## config.mk

```make
export PLATFORM = sky130hd
export DESIGN_NAME = wb_multi_master_bridge
export DESIGN_NICKNAME = d
export VERILOG_FILES = /design/src/rtl/wb_bridge_pkg.sv /design/src/rtl/rr_arbiter.sv /design/src/rtl/wb_multi_master_bridge.sv
export SDC_FILE = /design/constraint.sdc
export NUM_CORES = 1
export LEC_CHECK = 0
export CORE_ASPECT_RATIO = 1.5
export CORE_MARGIN = 2
export CORE_UTILIZATION = 25
export DETAILED_ROUTE_END_ITERATION = 8
export RECOVER_POWER = 50
export SLEW_MARGIN = 20
export SYNTH_ARGS = -nofsm -noshare
export SYNTH_HDL_FRONTEND = slang
export SYNTH_SLANG_ARGS = --single-unit
```

## constraint.sdc

```tcl
create_clock -name clk -period 2.1 [get_ports clk]
set_input_delay 0.315 -clock clk [delete_from_list [all_inputs] [get_ports clk]]
set_output_delay 0.315 -clock clk [all_outputs]
set_load 0.005 [all_outputs]
```

## src/rtl/wb_bridge_pkg.sv

```systemverilog
// Shared types and Wishbone tag constants for the multi-master bridge and its arbiter.
package wb_bridge_pkg;

  typedef enum logic [1:0] {IDLE, ISSUE, WAIT, RESP} state_t;

  localparam logic [2:0] CTI_CLASSIC = 3'b000;
  localparam logic [2:0] CTI_CONST   = 3'b001;
  localparam logic [2:0] CTI_INCR    = 3'b010;
  localparam logic [2:0] CTI_END     = 3'b111;

  localparam logic [1:0] BTE_LINEAR  = 2'b00;
  localparam logic [1:0] BTE_WRAP4   = 2'b01;
  localparam logic [1:0] BTE_WRAP8   = 2'b10;
  localparam logic [1:0] BTE_WRAP16  = 2'b11;

endpackage

```

## src/rtl/rr_arbiter.sv

```systemverilog
// Combinational round-robin arbiter: one-hot grant to the first requester at or after ptr.
module rr_arbiter #(
  parameter int NUM_MASTERS = 2,
  parameter int PTR_W       = (NUM_MASTERS > 1) ? $clog2(NUM_MASTERS) : 1
) (
  input  logic [NUM_MASTERS-1:0] req,
  input  logic [PTR_W-1:0]       ptr,
  output logic [NUM_MASTERS-1:0] grant
);

  logic found;

  always_comb begin
    grant = '0;
    found = 1'b0;
    for (int i = 0; i < NUM_MASTERS; i++) begin
      automatic int idx = (int'(ptr) + i) % NUM_MASTERS;
      if (!found && req[idx]) begin
        grant[idx] = 1'b1;
        found      = 1'b1;
      end
    end
  end

endmodule

```

## src/rtl/wb_multi_master_bridge.sv

```systemverilog
// N-master to single-slave Wishbone bridge: round-robin grant with burst/atomic locking,
// registered one-cycle ack/err responses and a slave-ack timeout.
module wb_multi_master_bridge
  import wb_bridge_pkg::*;
#(
  parameter int NUM_MASTERS    = 2,
  parameter int ADDR_WIDTH     = 32,
  parameter int DATA_WIDTH     = 32,
  parameter int TIMEOUT_CYCLES = 255,
  localparam int SEL_WIDTH     = DATA_WIDTH / 8
) (
  input  logic                            clk,
  input  logic                            rst,
  input  logic [NUM_MASTERS-1:0]          m_cyc_i,
  input  logic [NUM_MASTERS-1:0]          m_stb_i,
  input  logic [NUM_MASTERS-1:0]          m_we_i,
  input  logic [NUM_MASTERS*ADDR_WIDTH-1:0] m_adr_i,
  input  logic [NUM_MASTERS*DATA_WIDTH-1:0] m_dat_i,
  input  logic [NUM_MASTERS*SEL_WIDTH-1:0]  m_sel_i,
  input  logic [NUM_MASTERS*3-1:0]        m_cti_i,
  input  logic [NUM_MASTERS*2-1:0]        m_bte_i,
  output logic [NUM_MASTERS*DATA_WIDTH-1:0] m_dat_o,
  output logic [NUM_MASTERS-1:0]          m_ack_o,
  output logic [NUM_MASTERS-1:0]          m_err_o,
  output logic                            s_cyc_o,
  output logic                            s_stb_o,
  output logic                            s_we_o,
  output logic [ADDR_WIDTH-1:0]           s_adr_o,
  output logic [DATA_WIDTH-1:0]           s_dat_o,
  output logic [SEL_WIDTH-1:0]            s_sel_o,
  input  logic [DATA_WIDTH-1:0]           s_dat_i,
  input  logic                            s_ack_i
);

  localparam int PTR_W = (NUM_MASTERS > 1) ? $clog2(NUM_MASTERS) : 1;
  localparam int CNT_W = (TIMEOUT_CYCLES > 0) ? $clog2(TIMEOUT_CYCLES + 1) : 1;
  localparam logic [CNT_W-1:0] CNT_MAX  = CNT_W'(TIMEOUT_CYCLES);
  localparam logic [PTR_W-1:0] LAST_IDX = PTR_W'(NUM_MASTERS - 1);

  state_t                 state, state_next;
  logic [PTR_W-1:0]       ptr, gidx, arb_idx;
  logic [NUM_MASTERS-1:0] req, arb_gnt;
  logic [CNT_W-1:0]       cnt;
  logic                   g_cyc, g_stb;
  logic                   latch, take_ack, take_err, release_g;
  logic                   eob, unused_tags;

  assign req   = m_cyc_i & m_stb_i;
  assign g_cyc = m_cyc_i[gidx];
  assign g_stb = m_stb_i[gidx];

  // Burst tags carry no behaviour here: the grant follows m_cyc_i alone.
  assign eob         = (m_cti_i[gidx*3 +: 3] == CTI_END);
  assign unused_tags = ^{eob, m_bte_i};

  rr_arbiter #(.NUM_MASTERS(NUM_MASTERS), .PTR_W(PTR_W)) u_arb (
    .req   (req),
    .ptr   (ptr),
    .grant (arb_gnt)
  );

  always_comb begin
    arb_idx = '0;
    for (int i = 0; i < NUM_MASTERS; i++)
      if (arb_gnt[i]) arb_idx = PTR_W'(i);
  end

  always_ff @(posedge clk) begin
    if (rst) state <= IDLE;
    else     state <= state_next;
  end

  always_comb begin
    state_next = state;
    latch      = 1'b0;
    take_ack   = 1'b0;
    take_err   = 1'b0;
    release_g  = 1'b0;
    unique case (state)
      IDLE:  if (|req) state_next = ISSUE;
      ISSUE: begin
        if (!g_cyc) begin
          release_g  = 1'b1;
          state_next = IDLE;
        end else if (g_stb) begin
          latch      = 1'b1;
          state_next = WAIT;
        end
      end
      WAIT: begin
        // A master abort wins over a same-cycle slave ack, which is then dropped.
        if (!g_cyc) begin
          release_g  = 1'b1;
          state_next = IDLE;
        end else if (s_ack_i) begin
          take_ack   = 1'b1;
          state_next = RESP;
        end else if (TIMEOUT_CYCLES != 0 && cnt == CNT_MAX) begin
          take_err   = 1'b1;
          state_next = RESP;
        end
      end
      RESP: begin
        if (g_cyc) begin
          state_next = ISSUE;
        end else begin
          release_g  = 1'b1;
          state_next = IDLE;
        end
      end
      default: state_next = IDLE;
    endcase
  end

  always_ff @(posedge clk) begin
    if (rst) begin
      ptr     <= '0;
      gidx    <= '0;
      cnt     <= '0;
      s_cyc_o <= 1'b0;
      s_stb_o <= 1'b0;
      s_we_o  <= 1'b0;
      s_adr_o <= '0;
      s_dat_o <= '0;
      s_sel_o <= '0;
      m_ack_o <= '0;
      m_err_o <= '0;
      m_dat_o <= '0;
    end else begin
      m_ack_o <= '0;
      m_err_o <= '0;
      if (state == IDLE && |req) begin
        gidx    <= arb_idx;
        s_cyc_o <= 1'b1;
      end
      if (latch) begin
        s_stb_o <= 1'b1;
        s_we_o  <= m_we_i[gidx];
        s_adr_o <= m_adr_i[gidx*ADDR_WIDTH +: ADDR_WIDTH];
        s_dat_o <= m_dat_i[gidx*DATA_WIDTH +: DATA_WIDTH];
        s_sel_o <= m_sel_i[gidx*SEL_WIDTH +: SEL_WIDTH];
        cnt     <= '0;
      end else if (state == WAIT) begin
        cnt <= cnt + 1'b1;
      end
      if (take_ack || take_err) begin
        s_stb_o       <= 1'b0;
        m_ack_o[gidx] <= take_ack;
        m_err_o[gidx] <= take_err;
        m_dat_o[gidx*DATA_WIDTH +: DATA_WIDTH] <= take_ack ? s_dat_i : '0;
      end
      if (release_g) begin
        s_cyc_o <= 1'b0;
        s_stb_o <= 1'b0;
        ptr     <= (gidx == LAST_IDX) ? '0 : gidx + 1'b1;
      end
    end
  end

endmodule

```

Word-level counts from Yosys, hierarchy flattened
Cells that the tools add are included.
{"block": "totals", "register_bits": 151, "latchBits": 0, "mem_bits_rw": 0, "romBits": 0, "inputBits": 187, "output_inout_bits": 139, "elab_cells": 100, "mem_count": 0}
{"block": "classes", "n_addsub": 4, "mul": 0, "div": 0, "n_lt_le_gt_ge": 6, "eq_ne": 7, "shifts": 5, "n_mux": 44, "bitwise": 6, "n_reduce_logical": 15}
{"op": "64-bit by 7-bit variable part select with 32-bit output", "n": 2}
{"op": "64-bit bitwise mux", "n": 1}
{"op": "32-bit by 34-bit variable shift with 64-bit output, first input constant", "n": 1}
{"op": "32-bit by 34-bit variable part select with 64-bit output", "n": 1}
{"op": "6-bit negation with 34-bit output", "n": 1}
{"op": "32-bit two-way mux", "n": 1}
{"op": "1-bit two-way mux", "n": 30}
{"op": "2-bit two-way mux", "n": 8}
{"op": "8-bit by 1-bit adder with 8-bit output, second input constant", "n": 1}
{"op": "8-bit == test, second input constant", "n": 1}
{"op": "2-bit one-hot mux with 4 select lines", "n": 1}
{"op": "2-bit OR reduction", "n": 4}
{"op": "8-bit by 4-bit variable part select with 4-bit output", "n": 1}
{"op": "2-bit AND", "n": 3}
{"op": "3-bit OR reduction", "n": 2}
{"op": "1-bit logical AND", "n": 5}
{"op": "2-bit == test, second input constant", "n": 2}
{"op": "1-bit by 2-bit < comparator with 1-bit output, second input constant", "n": 2}
{"op": "4-bit != test, second input constant", "n": 1}
{"op": "1-bit demux with 1-bit select", "n": 3}
{"op": "2-bit by 3-bit < comparator with 1-bit output, second input constant", "n": 1}
{"op": "3-bit != test, second input constant", "n": 1}
{"op": "3-bit AND reduction", "n": 1}
{"op": "1-bit adder, second input constant", "n": 2}
{"op": "other kinds (10)", "n": 11}

Depth between registers and ports, before layout
{"block": "depth", "word_depth": 9, "ltp_mapped": 7, "mapped_depth_nobuf": 4}

Cells and area by module
Synthesis repeated with hierarchy kept, for this count alone.
{"block": "unflattened", "hier_cells": 542, "hier_area_um2": 5879.4}
{"mod": "wb_multi_master_bridge", "n_inst": 1, "cells_per_inst": 539, "area_per_inst_um2": 5860.6}
{"mod": "rr_arbiter", "n_inst": 1, "cells_per_inst": 3, "area_per_inst_um2": 18.8}

Worst setup path after synthesis
OpenSTA, ideal clock, no wires.
{"block": "synth_path", "path_kind": "register -> register", "from": "register gidx", "to": "register m_dat_o[10]", "setup_ns": 0.117, "arrival_time_ns": 1.458, "required_ns": 1.983, "path_slack_ns": 0.525, "path_stages_with_launch": 7, "n_path_buf": 2, "period_less_slack_ns": 1.575, "path_cell_list": "dfxtp_1 > buf_4 > mux2_2 > nand2_1 > o31a_1 > buf_6 > a22o_1"}
{"block": "synth_between", "elab_chain_len": 7, "word_cells_on_any_way": 12}
{"item": "from (decl)", "line_no": "wb_multi_master_bridge.sv:41", "source": "logic [PTR_W-1:0] ptr, gidx, arb_idx;"}
{"item": "from (signal assigned)", "line_no": "wb_multi_master_bridge.sv:133", "source": "gidx <= arb_idx;"}
{"item": "1-bit two-way mux (not written as such) (2 in a row)", "line_no": "wb_multi_master_bridge.sv:49", "source": "assign g_cyc = m_cyc_i[gidx];"}
{"item": "1-bit two-way mux", "line_no": "wb_multi_master_bridge.sv:92", "source": "if (!g_cyc) begin"}
{"item": "1-bit two-way mux", "line_no": "wb_multi_master_bridge.sv:79", "source": "unique case (state)"}
{"item": "32-bit two-way mux", "line_no": "wb_multi_master_bridge.sv:150", "source": "m_dat_o[gidx*DATA_WIDTH +: DATA_WIDTH] <= take_ack ? s_dat_i : '0;"}
{"item": "32-bit by 34-bit variable part select with 64-bit output", "line_no": "wb_multi_master_bridge.sv:150"}
{"item": "64-bit bitwise mux", "line_no": "wb_multi_master_bridge.sv:150"}
{"item": "to (signal, indexed assignment)", "line_no": "wb_multi_master_bridge.sv:150"}
{"item": "to (decl)", "line_no": "wb_multi_master_bridge.sv:22", "source": "output logic [NUM_MASTERS*DATA_WIDTH-1:0] m_dat_o,"}
Several ways; a longest one is shown, not always the timed one. The select of a mux whose other input is x is not followed.
A chain may end at the register's enable or synchronous reset.

Worst setup path in the final report
{"block": "layout_path", "from": "register cnt[0]", "to": "register m_dat_o[5]"}
{"block": "layout_between", "elab_chain_len": 6}
{"item": "from (decl)", "line_no": "wb_multi_master_bridge.sv:43", "source": "logic [CNT_W-1:0] cnt;"}
{"item": "from (signal assigned)", "line_no": "wb_multi_master_bridge.sv:144", "source": "cnt <= cnt + 1'b1;"}
{"item": "8-bit == test", "line_no": "wb_multi_master_bridge.sv:98", "source": "end else if (TIMEOUT_CYCLES != 0 && cnt == CNT_MAX) begin"}
{"item": "1-bit two-way mux", "line_no": "wb_multi_master_bridge.sv:98"}
{"item": "1-bit two-way mux", "line_no": "wb_multi_master_bridge.sv:95", "source": "end else if (s_ack_i) begin"}
{"item": "1-bit two-way mux", "line_no": "wb_multi_master_bridge.sv:92"}
{"item": "1-bit two-way mux", "line_no": "wb_multi_master_bridge.sv:79"}
{"item": "1-bit logical OR", "line_no": "wb_multi_master_bridge.sv:146", "source": "if (take_ack || take_err) begin"}
Every way passes these cells.

==> metrics.yaml <==
min_path:
  hp-start: "rst"
  hp-class: "in2reg"
  hold_depth: 2
  holdPathEnd: "state[0]"
synthesis:
  synth_area_leader_cell: "dfxtp_1"
  synth_area_um2: 5790
  yosys_warnings: 0
  synth_area_per_cell_um2: 10.6
  synth_top_area_share: 0.522
  synthCells: 546
  ys_types: 36
  syn-num-nets: 734
  ys_ff_latch: 151
  ys_seq_area_frac: 0.522
  synth_area_leaders: "dfxtp_1, mux2i_1, a22o_1"
setup_path:
  worstReg2RegEnd: "m_dat_o[5]"
  worst_r2r_startpoint: "cnt[0]"
  crit_arrival_ns: 2.17
  path_max_fanout: 31
  cp-end-kind: "flop"
  required_ns: 2.41
  worstSetupPathType: "reg2reg"
  rr_worst_depth: 5
  critPathLaunch: "cnt[0]"
  ff2ff_setup_slack_ns: 0.24
  critPathLaunchType: "flop"
die:
  ios: 326
  die_area_um2: 24400
  start_util: 0.253
  row_count: 68
  chipHeight_um: 190
  die-width_um: 128
  core_um2: 22900
sta:
  finClkSkew_ns: 0.00844
  period_needed_ns: 1.86
  fmax_mhz: 538
  drv_slew: 0
  tightestPinTransition_ns: 1.01
  rsz0062_at_grt: "false"
  relSlewSlack: 0.329
  finalCritPeriodShare: 0.885
  final-setup-viol-count: 0
  hold_violations: 0
route:
  drc: 0
  final_antenna_net_count: 0
  vias_per_cell: 4.57
  dr_total_vias: 5245
  dr.first_iter.drc_count: 136
  routed_wl_um: 17900
  wl_per_cell_um: 15.6
  first_pass_iters: 4
global_route:
  antenna_found_initial: 2
  grt_start_max_net_pins: 58
  grt_pass1_vias: 5203
  gr-usage-all-layers: 0.147
  grt_pass1_wl_um: 28300
  overflow: 0
power:
  peakVddDrop_v: 0.000504
  p_per_area_nw_per_um2: 685
  p_total_w: 0.00677
  p_leak_nw: 3.81
layout:
  seq_area_um2: 3030
  fin_nets: 1041
  layout-drive-gt1-share: 0.0647
  fill_cells: 2202
  design_area_um2: 9890
  syn2layout_area_growth_pct: 70.7
  finalNonFillerCells: 1148
  multi_input_area_um2: 2510
status:
  status: "complete, no violations"
clocking:
  cts_tree: "yes"
  cts_buffers: 17
  clk_latency_ns: 0.42
  cts_buffer_depth: 2
  ctsHoldBuffers: 0
  htreeDepth: 4
  clk_pin_slew_ns: 0.07
  clockRootBuffer: "clkbuf_16"
  ctsResizeCount: 0
  cts_setup_buffers: 0
  cts_sinks: 151
place:
  place_inst: 1114
  routabilityCongestion: 0.781
  hpwl_um: 13500
  dpl_cell_area_um2: 9340
  portBuffers: 315
job:
  maxCapViolCount: 0
==> cells in the mapped netlist <==
library cell / instances
buf_2: 24
and2b_1: 1
and3_1: 2
buf_1: 1
o2111ai_1: 1
clkbuf_1: 12
o21a_1: 2
ha_1: 1
o31a_1: 1
a21oi_1: 7
or3_1: 1
nand3_1: 3
nand2_1: 8
xnor2_1: 4
nand3b_1: 2
nand2b_1: 1
and4_1: 1
a211oi_1: 69
mux2i_1: 72
dfxtp_1: 151
o21bai_1: 1
nor3_1: 12
buf_4: 8
o21ai_0: 3
mux2_2: 1
inv_1: 1
xor2_1: 3
buf_6: 3
nor3b_1: 1
a41oi_2: 1
nor3_2: 2
a22o_1: 63
o31ai_1: 2
nand4_1: 3
a311oi_1: 1
nor2_1: 77
==> state kept, by name, summed over array words and instances, names as in the netlist, 2 cells and up <==
name	cells
state	2
m_ack_o	2
m_dat_o	64
cnt	8
s_sel_o	4
m_err_o	2
s_dat_o	32
s_adr_o	32
==> metrics by stage <==
step            util  setup WS (ns)  setup TNS (ns)  hold slack [ns]
6_report       0.432          0.241               0            0.223
5_1_grt        0.432          0.125               0            0.214
3_3_place_gp   0.408         0.0352               0            0.446
3_5_place_dp   0.408        -0.0218         -0.0218            0.456
2_1_floorplan      -          0.525               0            0.440
4_1_cts        0.433          0.325               0            0.199
==> cell usage in the layout (no fill, tap or decap), types with 10 or more instances in the layout <==
master,n
dfxtp_1,150
dlygate4sd3_1,123
nor3_1,12
a22o_1,63
clkbuf_16,17
clkdlybuf4s50_1,191
buf_12,10
a211oi_1,69
nor2_1,76
mux2i_1,72
==> power by group <==
part           switching (W)  internal [W]  total, W
sequential         0.0000375       0.00294   0.00297
clock                0.00134       0.00157   0.00290
combinational       0.000345      0.000549  0.000894
total                0.00172       0.00505   0.00677
==> logic make-up (layout without fill, tap and decap cells) <==
logic type,Yosys count,count (layout),share of synthesized area
AOI/OAI and AO/OA,151,151,0.207
muxes,73,73,0.126
buffers and inverters,49,369,0.0460
adders and majority gates,1,1,0.00216
other,0,2,0
and+or+nand+nor,114,114,0.0858
DFF,151,151,0.522
xor gates and xnor gates,7,7,0.0106
==> critical path: stages, from the launching register on <==
cell and delay [ns]:
dfxtp_1 0.37, ha_1 0.27, a41oi_1 0.32, o31a_1 0.38, buf_12 0.18, a22o_1 0.23
==> routing by layer <==
layer	GRT usage	routed length, µm
met1	0.158	6980
met2	0.270	9440
met3	0.0429	1070
met4	0.0537	388
met5	0	0
==> how the worst max path moves through the flow <==
stage                     depth (start not counted)  slack [ns]     endpoint
after floorplan                                   6        0.53  m_dat_o[10]
after global placement                            7        0.04  s_dat_o[18]
after detailed placement                          7       -0.02   s_dat_o[2]
after CTS                                         5        0.32  m_dat_o[19]
after global routing                              5        0.13  m_dat_o[22]
final                                             5        0.24   m_dat_o[5]
==> cell type report <==
| cell class | instances | area share |
|---|---|---|
| Antenna cell | 2 | 0.000506 |
| Clock buffer | 18 | 0.0434 |
| Clock inverter | 14 | 0.0135 |
| Inverter | 1 | 0.000380 |
| Multi-Input combinational cell | 346 | 0.254 |
| Sequential cell | 151 | 0.306 |
| Tap cell | 280 | 0.0354 |
| Timing Repair Buffer | 336 | 0.347 |
(Power assumes the default switching activity.)
